### src/rtl/arith_pkg.sv
// Shared arithmetic definitions: serial-unit state encoding, word width and
// the signed-overflow rule used by both the adder and the subtractor flags.
package arith_pkg;

  localparam int WORD_W = 32;

  typedef enum logic [1:0] {
    S_IDLE = 2'd0,
    S_RUN  = 2'd1,
    S_DONE = 2'd2
  } state_e;

  // Overflow of a +/- b: the effective operand signs agree but the result sign differs.
  function automatic logic signed_ovf(input logic is_sub, input logic a_msb,
                                      input logic b_msb, input logic r_msb);
    logic eff_b_msb;
    eff_b_msb = b_msb ^ is_sub;
    return (a_msb == eff_b_msb) && (r_msb != a_msb);
  endfunction

endpackage

### src/rtl/digit_subtractor.sv
// W-bit full subtractor: {bout, d} = x - y - bin evaluated at W+1 bits.
module digit_subtractor #(
  parameter int W = 1
) (
  input  logic [W-1:0] x,
  input  logic [W-1:0] y,
  input  logic         bin,
  output logic [W-1:0] d,
  output logic         bout
);

  logic [W:0] res_s;

  // Extended-width difference; the top bit is the borrow out.
  always_comb begin
    res_s = {1'b0, x} - {1'b0, y} - {{W{1'b0}}, bin};
  end

  assign d    = res_s[W-1:0];
  assign bout = res_s[W];

endmodule

### src/rtl/serial_32_subtractor.sv
// Digit-serial subtractor: diff = a - b, DIGIT bits per clock LSB first,
// with a start/done handshake and flags held until the next result.
module serial_32_subtractor
  import arith_pkg::*;
#(
  parameter int WIDTH = WORD_W,
  parameter int DIGIT = 1
) (
  input  logic             clk,
  input  logic             rst,
  input  logic             start,
  input  logic [WIDTH-1:0] a,
  input  logic [WIDTH-1:0] b,
  output logic             busy,
  output logic             done,
  output logic [WIDTH-1:0] diff,
  output logic             borrow,
  output logic             overflow,
  output logic             zero
);

  localparam int STEPS = WIDTH / DIGIT;
  localparam int CNT_W = (STEPS > 1) ? $clog2(STEPS) : 1;
  localparam logic [CNT_W-1:0] LAST_CNT = CNT_W'(STEPS - 1);

  state_e                   state_r;
  logic [CNT_W-1:0]         cnt_r;
  logic [WIDTH-1:0]         a_sh_r;
  logic [WIDTH-1:0]         b_sh_r;
  // Only the WIDTH-DIGIT most recent result bits need storing; the newest digit is combinational.
  logic [WIDTH-DIGIT-1:0]   diff_sh_r;
  logic                     bin_r;
  logic                     a_msb_r;
  logic                     b_msb_r;
  logic                     busy_r;
  logic                     done_r;
  logic [WIDTH-1:0]         diff_r;
  logic                     borrow_r;
  logic                     overflow_r;
  logic                     zero_r;

  logic [DIGIT-1:0]         d_s;
  logic                     bout_s;
  logic [WIDTH-1:0]         diff_next_s;

  digit_subtractor #(
    .W(DIGIT)
  ) u_digit (
    .x   (a_sh_r[DIGIT-1:0]),
    .y   (b_sh_r[DIGIT-1:0]),
    .bin (bin_r),
    .d   (d_s),
    .bout(bout_s)
  );

  // Result word as it stands after this cycle's digit enters at the top.
  always_comb begin
    diff_next_s = {d_s, diff_sh_r};
  end

  // Handshake FSM, shift datapath and held result registers.
  always_ff @(posedge clk) begin
    if (rst) begin
      state_r    <= S_IDLE;
      cnt_r      <= '0;
      a_sh_r     <= '0;
      b_sh_r     <= '0;
      diff_sh_r  <= '0;
      bin_r      <= 1'b0;
      a_msb_r    <= 1'b0;
      b_msb_r    <= 1'b0;
      busy_r     <= 1'b0;
      done_r     <= 1'b0;
      diff_r     <= '0;
      borrow_r   <= 1'b0;
      overflow_r <= 1'b0;
      zero_r     <= 1'b0;
    end else begin
      done_r <= 1'b0;
      case (state_r)
        S_IDLE, S_DONE: begin
          if (start) begin
            a_sh_r    <= a;
            b_sh_r    <= b;
            a_msb_r   <= a[WIDTH-1];
            b_msb_r   <= b[WIDTH-1];
            bin_r     <= 1'b0;
            cnt_r     <= '0;
            diff_sh_r <= '0;
            busy_r    <= 1'b1;
            state_r   <= S_RUN;
          end else begin
            busy_r  <= 1'b0;
            state_r <= S_IDLE;
          end
        end
        S_RUN: begin
          a_sh_r    <= a_sh_r >> DIGIT;
          b_sh_r    <= b_sh_r >> DIGIT;
          diff_sh_r <= diff_next_s[WIDTH-1:DIGIT];
          bin_r     <= bout_s;
          cnt_r     <= cnt_r + CNT_W'(1);
          if (cnt_r == LAST_CNT) begin
            diff_r     <= diff_next_s;
            borrow_r   <= bout_s;
            overflow_r <= signed_ovf(1'b1, a_msb_r, b_msb_r, diff_next_s[WIDTH-1]);
            zero_r     <= (diff_next_s == '0);
            done_r     <= 1'b1;
            busy_r     <= 1'b0;
            state_r    <= S_DONE;
          end else begin
            busy_r  <= 1'b1;
            state_r <= S_RUN;
          end
        end
        default: begin
          busy_r  <= 1'b0;
          state_r <= S_IDLE;
        end
      endcase
    end
  end

  assign busy     = busy_r;
  assign done     = done_r;
  assign diff     = diff_r;
  assign borrow   = borrow_r;
  assign overflow = overflow_r;
  assign zero     = zero_r;

endmodule

### config.mk
export PLATFORM = sky130hd
export DESIGN_NAME = serial_32_subtractor
export DESIGN_NICKNAME = d
export VERILOG_FILES = /design/src/rtl/arith_pkg.sv /design/src/rtl/digit_subtractor.sv /design/src/rtl/serial_32_subtractor.sv
export SDC_FILE = /design/constraint.sdc
export NUM_CORES = 1
export LEC_CHECK = 0
export ABC_AREA = 1
export CAP_MARGIN = 10
export CORE_MARGIN = 10
export CORE_UTILIZATION = 45
export DETAILED_ROUTE_END_ITERATION = 7
export PLACE_DENSITY = 0.82
export SLEW_MARGIN = 15
export SYNTH_ARGS = -nofsm -noshare
export SYNTH_HDL_FRONTEND = slang
export SYNTH_HIERARCHICAL = 1
export SYNTH_SLANG_ARGS = --single-unit
### constraint.sdc
create_clock -name clk -period 2.38 [get_ports clk]
set_clock_uncertainty 0.2 [all_clocks]
set_input_delay 0.238 -clock clk [delete_from_list [all_inputs] [get_ports clk]]
set_output_delay 0.238 -clock clk [all_outputs]
set_load 0.05 [all_outputs]
After elaboration in Yosys (flattened, before gate mapping)
Cells that the tools add are included.
{"block": "op_classes", "n_div": 0, "eq_ne": 6, "add_sub_neg": 3, "reduce_logical": 9, "bitwise": 2, "shifts": 0, "n_lt_le_gt_ge": 0, "mul": 0, "muxes": 17}
{"operator": "32-bit one-hot mux with 2 select lines", "n": 2}
{"operator": "32-bit 2-to-1 mux", "n": 2}
{"operator": "31-bit one-hot mux with 2 select lines", "n": 1}
{"operator": "32-bit logical NOT", "n": 1}
{"operator": "31-bit 2-to-1 mux", "n": 1}
{"operator": "5-bit one-hot mux with 2 select lines", "n": 1}
{"operator": "2-bit AND reduction", "n": 3}
{"operator": "5-bit by 1-bit adder with 5-bit output, second input constant", "n": 1}
{"operator": "5-bit equality test, second input constant", "n": 1}
{"operator": "1-bit 2-to-1 mux", "n": 5}
{"operator": "5-bit 2-to-1 mux", "n": 1}
{"operator": "1-bit one-hot mux with 2 select lines", "n": 2}
{"operator": "2-bit one-hot mux with 2 select lines", "n": 1}
{"operator": "2-bit OR reduction", "n": 2}
{"operator": "2-bit by 1-bit equality test with 1-bit output, second input constant", "n": 1}
{"operator": "2-bit equality test, second input constant", "n": 1}
{"operator": "2-bit logical NOT", "n": 1}
{"operator": "2-bit 2-to-1 mux", "n": 1}
{"operator": "2-bit inequality test, second input constant", "n": 1}
{"operator": "1-bit NOT", "n": 2}
{"operator": "2-bit nonzero test", "n": 1}
{"operator": "1-bit by 1-bit subtractor with 2-bit output", "n": 1}
{"operator": "2-bit by 1-bit subtractor with 2-bit output", "n": 1}
{"operator": "1-bit equality test", "n": 1}
{"operator": "2 further kinds", "n": 2}
{"block": "word_totals", "latch_bits": 0, "out_inout_bits": 37, "memories": 0, "register_bits": 142, "mem_bits_ro": 0, "ram_bits": 0, "inputBits": 67}

Longest topological paths before layout
Gate-level depths: netlist of run 1.
{"block": "logic_depth", "ltp_word": 4, "mapped_depth": 10}

Cells and area by module
Netlist of run 1, hierarchy kept.
{"mod": "serial_32_subtractor", "n_inst": 1, "area_each_um2": 5383.9, "cells_per_inst": 713}
{"mod": "digit_subtractor", "n_inst": 1, "area_each_um2": 27.5, "cells_per_inst": 3}

Worst setup path after synthesis of run 1
No wires, ideal clock.
{"block": "synth_timing", "path_kind": "register to register", "start": "register cnt_r[0]", "end": "register diff_r[18], in the netlist diff[18]", "arrival_ns": 1.388, "path_stages_with_launch": 9, "path_slack_ns": 0.669, "setup_ns": 0.123, "cell_sequence": "dfxtp_1 > ha_1 > inv_1 > nor2_1 > ha_1 > nand3_2 > clkbuf_1 > nand3_1 > o21ai_0"}
{"block": "synth_via", "elab_chain_len": 2}
{"element": "from (decl)", "line_no": "serial_32_subtractor.sv:27", "text": "logic [CNT_W-1:0] cnt_r;"}
{"element": "from (signal assigned)", "line_no": "serial_32_subtractor.sv:102", "text": "cnt_r <= cnt_r + CNT_W'(1);"}
{"element": "5-bit equality test", "line_no": "serial_32_subtractor.sv:103", "text": "if (cnt_r == LAST_CNT) begin"}
{"element": "2-bit AND reduction (no source line)"}
{"element": "to (signal assigned)", "line_no": "serial_32_subtractor.sv:104", "text": "diff_r <= diff_next_s;"}
{"element": "to (decl)", "line_no": "serial_32_subtractor.sv:37", "text": "logic [WIDTH-1:0] diff_r;"}
Every way passes these cells.
A chain may end at the register's enable or synchronous reset.

==> impl_metrics.tcl, run 1 <==
set metrics [dict create \
    cts_resized 0 \
    finalCritPeriodShare_pct 91.09 \
    grt_max_degree 65 \
    met1_usage_pct 18.65 \
    fmax_mhz 461.2 \
    worst_pin_slew_ns 0.5503 \
    seqPwrFrac_pct 44.7 \
    rows 39 \
    stdcell_count 962 \
    finalSetupViolations 0 \
    grt_setup_unrepaired "no" \
    synth_top_cell_by_area "dfxtp_1" \
    num-fill-cells 1018 \
    cts_tree "built" \
    cpPeakStageDelay_ns 0.88 \
    timing.max_cap.violations 0 \
    whs_ns 0.09422 \
    grt_pass1_vias 4632 \
    grt-busiest-layer "met2" \
    grt_overflow 0 \
    vias_per_cell 5.103 \
    yosys_warnings 6 \
    die_w_um 129.7 \
    p_leak_nw 2.634 \
    fin_crit_ns 2.168 \
    final_core_util_pct 61.28 \
    use_met2_pct 24.66 \
    synth-compound-area-share_pct 12.76 \
    numCtsBuffers 17 \
    hold_viol 0 \
    antenna_found_initial 0 \
    cts_sinks 141 \
    combPwrFrac_pct 8.4 \
    synth_mux_area_share_pct 0 \
    die_y_um 129.7 \
    crit_type "reg2out" \
    ys_async_sr_fraction_pct 0 \
    die_area_mm2 0.01681 \
    synth-edff-count 0 \
    status "complete, no violations" \
    met3_usage_pct 5.506 \
    seq_area_frac_synth_pct 52.16 \
    wl_um 13060 \
    start_util_pct 46.60 \
    gp_congestion 0.7721 \
    synth-xor-area-share_pct 0 \
    start_kind "register" \
    synth_area_leaders "dfxtp_1, nand2_1, a31oi_1" \
    place_inst 930 \
    synth_top_family_by_area "simple AND/OR/NAND/NOR gates" \
    synthDominantCellAreaShare_pct 52.16 \
    syn_to_final_growth_pct 31.51 \
    synthSimpleGateAreaFrac_pct 27.98 \
    drt_iter0_markers 412 \
    track_usage_pct 15.22 \
    hp-class "in2reg" \
    htree_levels 4 \
    timing.slew.headroom_pct 63.20 \
    syn_inst 716 \
    tns_ns 0 \
    p_sw_w 0.001334 \
    syn_area_mm2 0.005411 \
    ir_worst_vdd_mv 0.4380 \
    routedWlPerCell_um 13.58 \
    nets 876 \
    path_delay_family "buffers and inverters" \
    critPathCaptureType "primary output" \
    syn_nets 786 \
    intPower_w 0.004238 \
    ys_ff_latch 141 \
    clkPwrFrac_pct 46.8 \
    grt_pass1_wl_um 21300 \
    swShare_pct 23.94 \
    vias 4909 \
    pwr_density_cell_mw_per_mm2 782.9 \
    path_max_fanout 4 \
    clock_latency_ns 0.41 \
    cts_root_buf "clkbuf_16" \
    dp_hpwl_um 8566 \
    slew_violations 0 \
    path_cells "clkdlybuf4s50_1" \
    worstPathRequired_ns 1.94 \
    cp_slowest_cell "clkdlybuf4s50_1" \
    crit_arrival_ns 1.73 \
    dr.pass1.iters 5 \
    synth_area_per_cell_um2 7.558 \
    fp.coreArea_mm2 0.01161 \
    ys_types 24 \
    cts_buffer_depth 2 \
    synth_ff_type "dfxtp_1" \
    drc 0 \
    postCtsHoldBufs 0 \
    cp_num_buf_inv 1 \
    cts_setup_buffers 0 \
    cts.clk_slew.worst_paths_ns 0.06 \
    io_buffers 103 \
    diodes 0 \
    drive_gt1_share_pct 6.716 \
    postRouteAntennaNets 0 \
    io_pins 104 \
    synth_fa_ha_area_share_pct 0.8324 \
]
## metrics by stage
| step | setup WS, ns | power, W | cell area [um2] |
|---|---|---|---|
| after floorplan | 0.6694 | 0.002822 | 5411 |
| after global placement | 0.4028 | 0.003004 | 6533 |
| final | 0.2119 | 0.005572 | 7117 |
| after CTS | 0.2162 | 0.005596 | 7117 |
| after detailed placement | 0.3431 | 0.003014 | 6533 |
| after global routing | 0.1123 | 0.005761 | 7117 |
## cells in the final DEF, fill, tap and decap left out, drive strengths merged
| master | instances |
|---|---|
| nand2 | 321 |
| dfxtp | 141 |
| clkdlybuf4s50 | 102 |
| a31oi | 62 |
| a21oi | 42 |
| nand3 | 38 |
| nor2 | 25 |
| inv | 23 |
| clkbuf | 20 |
| buf | 15 |
| o21ai | 11 |
| clkinvlp | 5 |
| clkinv | 4 |
| a211oi | 2 |
| o211ai | 2 |
| ha | 2 |
| bufinv | 2 |
| o21a | 1 |
| fa | 1 |
## power groups by stage
stage / sequential (W) / clock, W / combinational, W
finish: 0.00249 / 0.00261 / 0.000470
global route: 0.00250 / 0.00273 / 0.000523
CTS: 0.00249 / 0.00263 / 0.000472
detailed placement: 0.00254 / 0 / 0.000472
global placement: 0.00254 / 0 / 0.000464
floorplan: 0.00254 / 0 / 0.000286
## final timing paths
check	from	end	slack [ns]	cells after the start
worst min-delay path	rst	zero$_SDFFE_PP0P_	0.09	2
worst max register to register	cnt_r[0]$_SDFFE_PP0P_	zero$_SDFFE_PP0P_	0.26	10
worst min register to register	diff[22]$_SDFFE_PP0P_	diff[22]$_SDFFE_PP0P_	0.27	2
worst max-delay path	state_r[0]$_SDFF_PP0_	busy	0.21	1
## metal layers
metal	share of wire [%]	vias to the layer above
met4	0.84	0
met2	46	144
li1	-	2515
met1	45	2237
met3	7.5	13
met5	0	-
## kinds of logic after synthesis
logic type | Yosys count
and+or+nand+nor | 384
adders and majority gates | 3
buffers and inverters | 68
DFF | 141
AOI/OAI and AO/OA | 120
## cell type report
cell class	count	area, um2	share of cell area [%]
clock inverter	12	137.6	1.934
tap	143	178.9	2.514
timing repair buffer	117	1196	16.81
clock buffer	20	446.7	6.276
multi-input combinational	507	2250	31.61
inverter	22	85.08	1.195
sequential	141	2823	39.66
## Yosys cell counts, types with 2 or more instances
library cell  instances
inv_2                 4
nand2_2               2
o211ai_1              2
a31oi_1              62
nor2_1               24
buf_6                 2
a21oi_1              42
clkbuf_1             13
a211oi_1              2
buf_4                11
nand2_1             318
ha_1                  2
dfxtp_1             141
buf_2                20
inv_1                16
nand3_1              37
o21ai_0              11
## registers in the layout, indices dropped and copies added (netlist names)
signal,flops
a_msb_r,1
a_sh_r,32
b_msb_r,1
cnt_r,5
bin_r,1
state_r,2
overflow,1
zero,1
done,1
b_sh_r,32
diff_sh_r,31
diff,32
borrow,1
No activity file was read; power rests on OpenSTA's default activity.
==> run 2, diff against run 1 <==
Settings changed: CTS_BUF_LIST set to sky130_fd_sc_hd__clkbuf_4, CTS_CLUSTER_DIAMETER set to 30, GPL_TIMING_DRIVEN set to 0.
==> run 2 against run 1 <==
Compared with the run above: utilization decreased by 1.7 points; critical endpoint unchanged; cell count grew 3.3%; maximum frequency fell by 4.8%; power is 18% lower; first-iteration DRC count shrank 9.7%; sequential share of layout area is 1.1 points higher; hold slack improved by 0.0010 ns; register-to-register slack better by 0.08 ns; largest power group is now registers; sequential cell count stayed put; highest routed layer unchanged; critical path depth did not move.
==> impl_metrics.tcl, run 2 (same netlist as run 1, synthesis figures left out) <==
set metrics [dict create \
    clock_latency_ns 0.51 \
    drc 0 \
    grt_pass1_vias 4779 \
    worst_pin_slew_ns 0.5603 \
    die_w_um 129.7 \
    worstReg2RegStart "cnt_r[0]$_SDFFE_PP0P_" \
    timing.max_cap.violations 0 \
    vias_per_cell 5.026 \
    grt_max_degree 17 \
    cp_num_buf_inv 1 \
    routedWlPerCell_um 12.94 \
    vias 4996 \
    io_buffers 102 \
    p_leak_nw 2.602 \
    pwr_density_cell_mw_per_mm2 659.4 \
    gp_congestion 0.8373 \
    diodes 0 \
    hold_viol 0 \
    fmax_mhz 439.2 \
    dr.pass1.iters 5 \
    start_kind "register" \
    antenna_found_initial 0 \
    grt_pass1_wl_um 21710 \
    r2r-end "diff[24]$_SDFFE_PP0P_" \
    slew_violations 0 \
    stdcell_count 994 \
    numCtsBuffers 17 \
    final_core_util_pct 59.60 \
    rows 39 \
    worstPathRequired_ns 1.94 \
    tns_ns 0 \
    crit_type "reg2out" \
    htree_levels 4 \
    grt_overflow 0 \
    fin_crit_ns 2.277 \
    cp_slowest_cell "clkdlybuf4s50_1" \
    path_max_fanout 4 \
    critPathCaptureType "primary output" \
    place_inst 961 \
    ir_worst_vdd_mv 0.2866 \
    cts_buffer_depth 2 \
    cpPeakStageDelay_ns 0.89 \
    timing.slew.headroom_pct 62.53 \
    track_usage_pct 15.66 \
    path_cells "clkdlybuf4s50_1" \
    nets 908 \
    num-fill-cells 1075 \
    final_cell_mix "nand2_1, dfxtp_1, clkdlybuf4s50_1" \
    die_y_um 129.7 \
    postRouteAntennaNets 0 \
    wl_um 12870 \
    crit_arrival_ns 1.84 \
    fp.coreArea_mm2 0.01161 \
    die_area_mm2 0.01681 \
    drt_iter0_markers 372 \
    reg2reg_slack_ns 0.34 \
    cts_root_buf "clkbuf_4" \
    cts_tree "built" \
    drive_gt1_share_pct 8.813 \
    design_area_mm2 0.006922 \
    status "complete, no violations" \
    endpoint "busy" \
    hp-class "in2reg" \
    reg2reg_depth 8 \
    path_delay_family "buffers and inverters" \
    grt_setup_unrepaired "no" \
    finalCritPeriodShare_pct 95.68 \
    io_pins 104 \
    critPathLaunch "state_r[0]$_SDFF_PP0_" \
    cp.depth 1 \
    dp_hpwl_um 9406 \
    syn_to_final_growth_pct 27.91 \
    final_common_cell "nand2_1" \
    finalSetupViolations 0 \
    dpl-instance-area_mm2 0.006611 \
    start_util_pct 46.60 \
    cts.clk_slew.worst_paths_ns 0.12 \
    cts_sinks 141 \
]
==> run 2: changes by cell type in the layout (fill, tap and decap cells not counted), sizes merged, moves of 2 or more <==
cell      change
clkinv        +5
clkinvlp      -2
buf          +18
clkbuf       +10
==> run 2: per-layer routing <==
metal / global-route usage [%] / vias to the layer above / routed length (um)
li1: - / 2580 / -
met1: 19.30 / 2252 / 6141
met2: 25.02 / 156 / 5644
met3: 5.914 / 8 / 1005
met4: 4.630 / 0 / 74
met5: 0 / - / 0
==> run 2: timing repair <==
action                                  CTS  global route
hold buffers                              1             0
gates resized for setup                   0             0
endpoints found under the setup margin    0             0
endpoints found under the hold margin     2             0
buffers inserted                          0             0
==> run 2: power breakdown <==
group,internal [W],switching [W]
combinational,0.000219,0.000263
sequential,0.00244,0.0000469
clock,0.000726,0.000865
total,0.00339,0.00118
==> run 2: metrics by stage <==
step	power (W)	hold slack (ns)	setup slack, ns
after floorplan	0.002822	0.2031	0.6694
after global placement	0.003018	0.2504	0.4036
after detailed placement	0.003026	0.2564	0.3447
after CTS	0.004604	0.06196	0.06169
after global routing	0.004777	0.04880	0.004041
final	0.004564	0.09524	0.1029
==> run 2: how the worst min path moves through the flow <==
stage / startpoint / end / slack [ns] / depth (start not counted)
floorplan: a[0] / a_sh_r[0]$_SDFFE_PP0P_ / 0.20 / 2
global placement: b_sh_r[31]$_SDFFE_PP0P_ / b_sh_r[31]$_SDFFE_PP0P_ / 0.25 / 2
detailed placement: b_sh_r[31]$_SDFFE_PP0P_ / b_sh_r[31]$_SDFFE_PP0P_ / 0.26 / 2
CTS: a[25] / a_sh_r[25]$_SDFFE_PP0P_ / 0.06 / 3
global route: a[6] / a_sh_r[6]$_SDFFE_PP0P_ / 0.05 / 3
finish: a[10] / a_sh_r[10]$_SDFFE_PP0P_ / 0.1 / 3
==> run 2: final cells by class <==
| cell class | count | area, um2 | area share, % |
|---|---|---|---|
| Clock inverter | 15 | 172.7 | 2.495 |
| Tap cell | 143 | 178.9 | 2.585 |
| Timing Repair Buffer | 103 | 1031 | 14.90 |
| Multi-Input combinational cell | 507 | 2250 | 32.50 |
| Inverter | 22 | 85.08 | 1.229 |
| Sequential cell | 141 | 2823 | 40.78 |
| Clock buffer | 17 | 127.6 | 1.844 |
| Buffer | 46 | 254.0 | 3.670 |
==> run 2: worst reg2reg max path, stage by stage (launching register included) <==
cell and delay, ns:
dfxtp_1 0.38, ha_1 0.20, inv_1 0.05, nor2_1 0.10, ha_1 0.19, nand3_2 0.26, clkbuf_1 0.34, nand3_1 0.13
o21ai_0 0.09
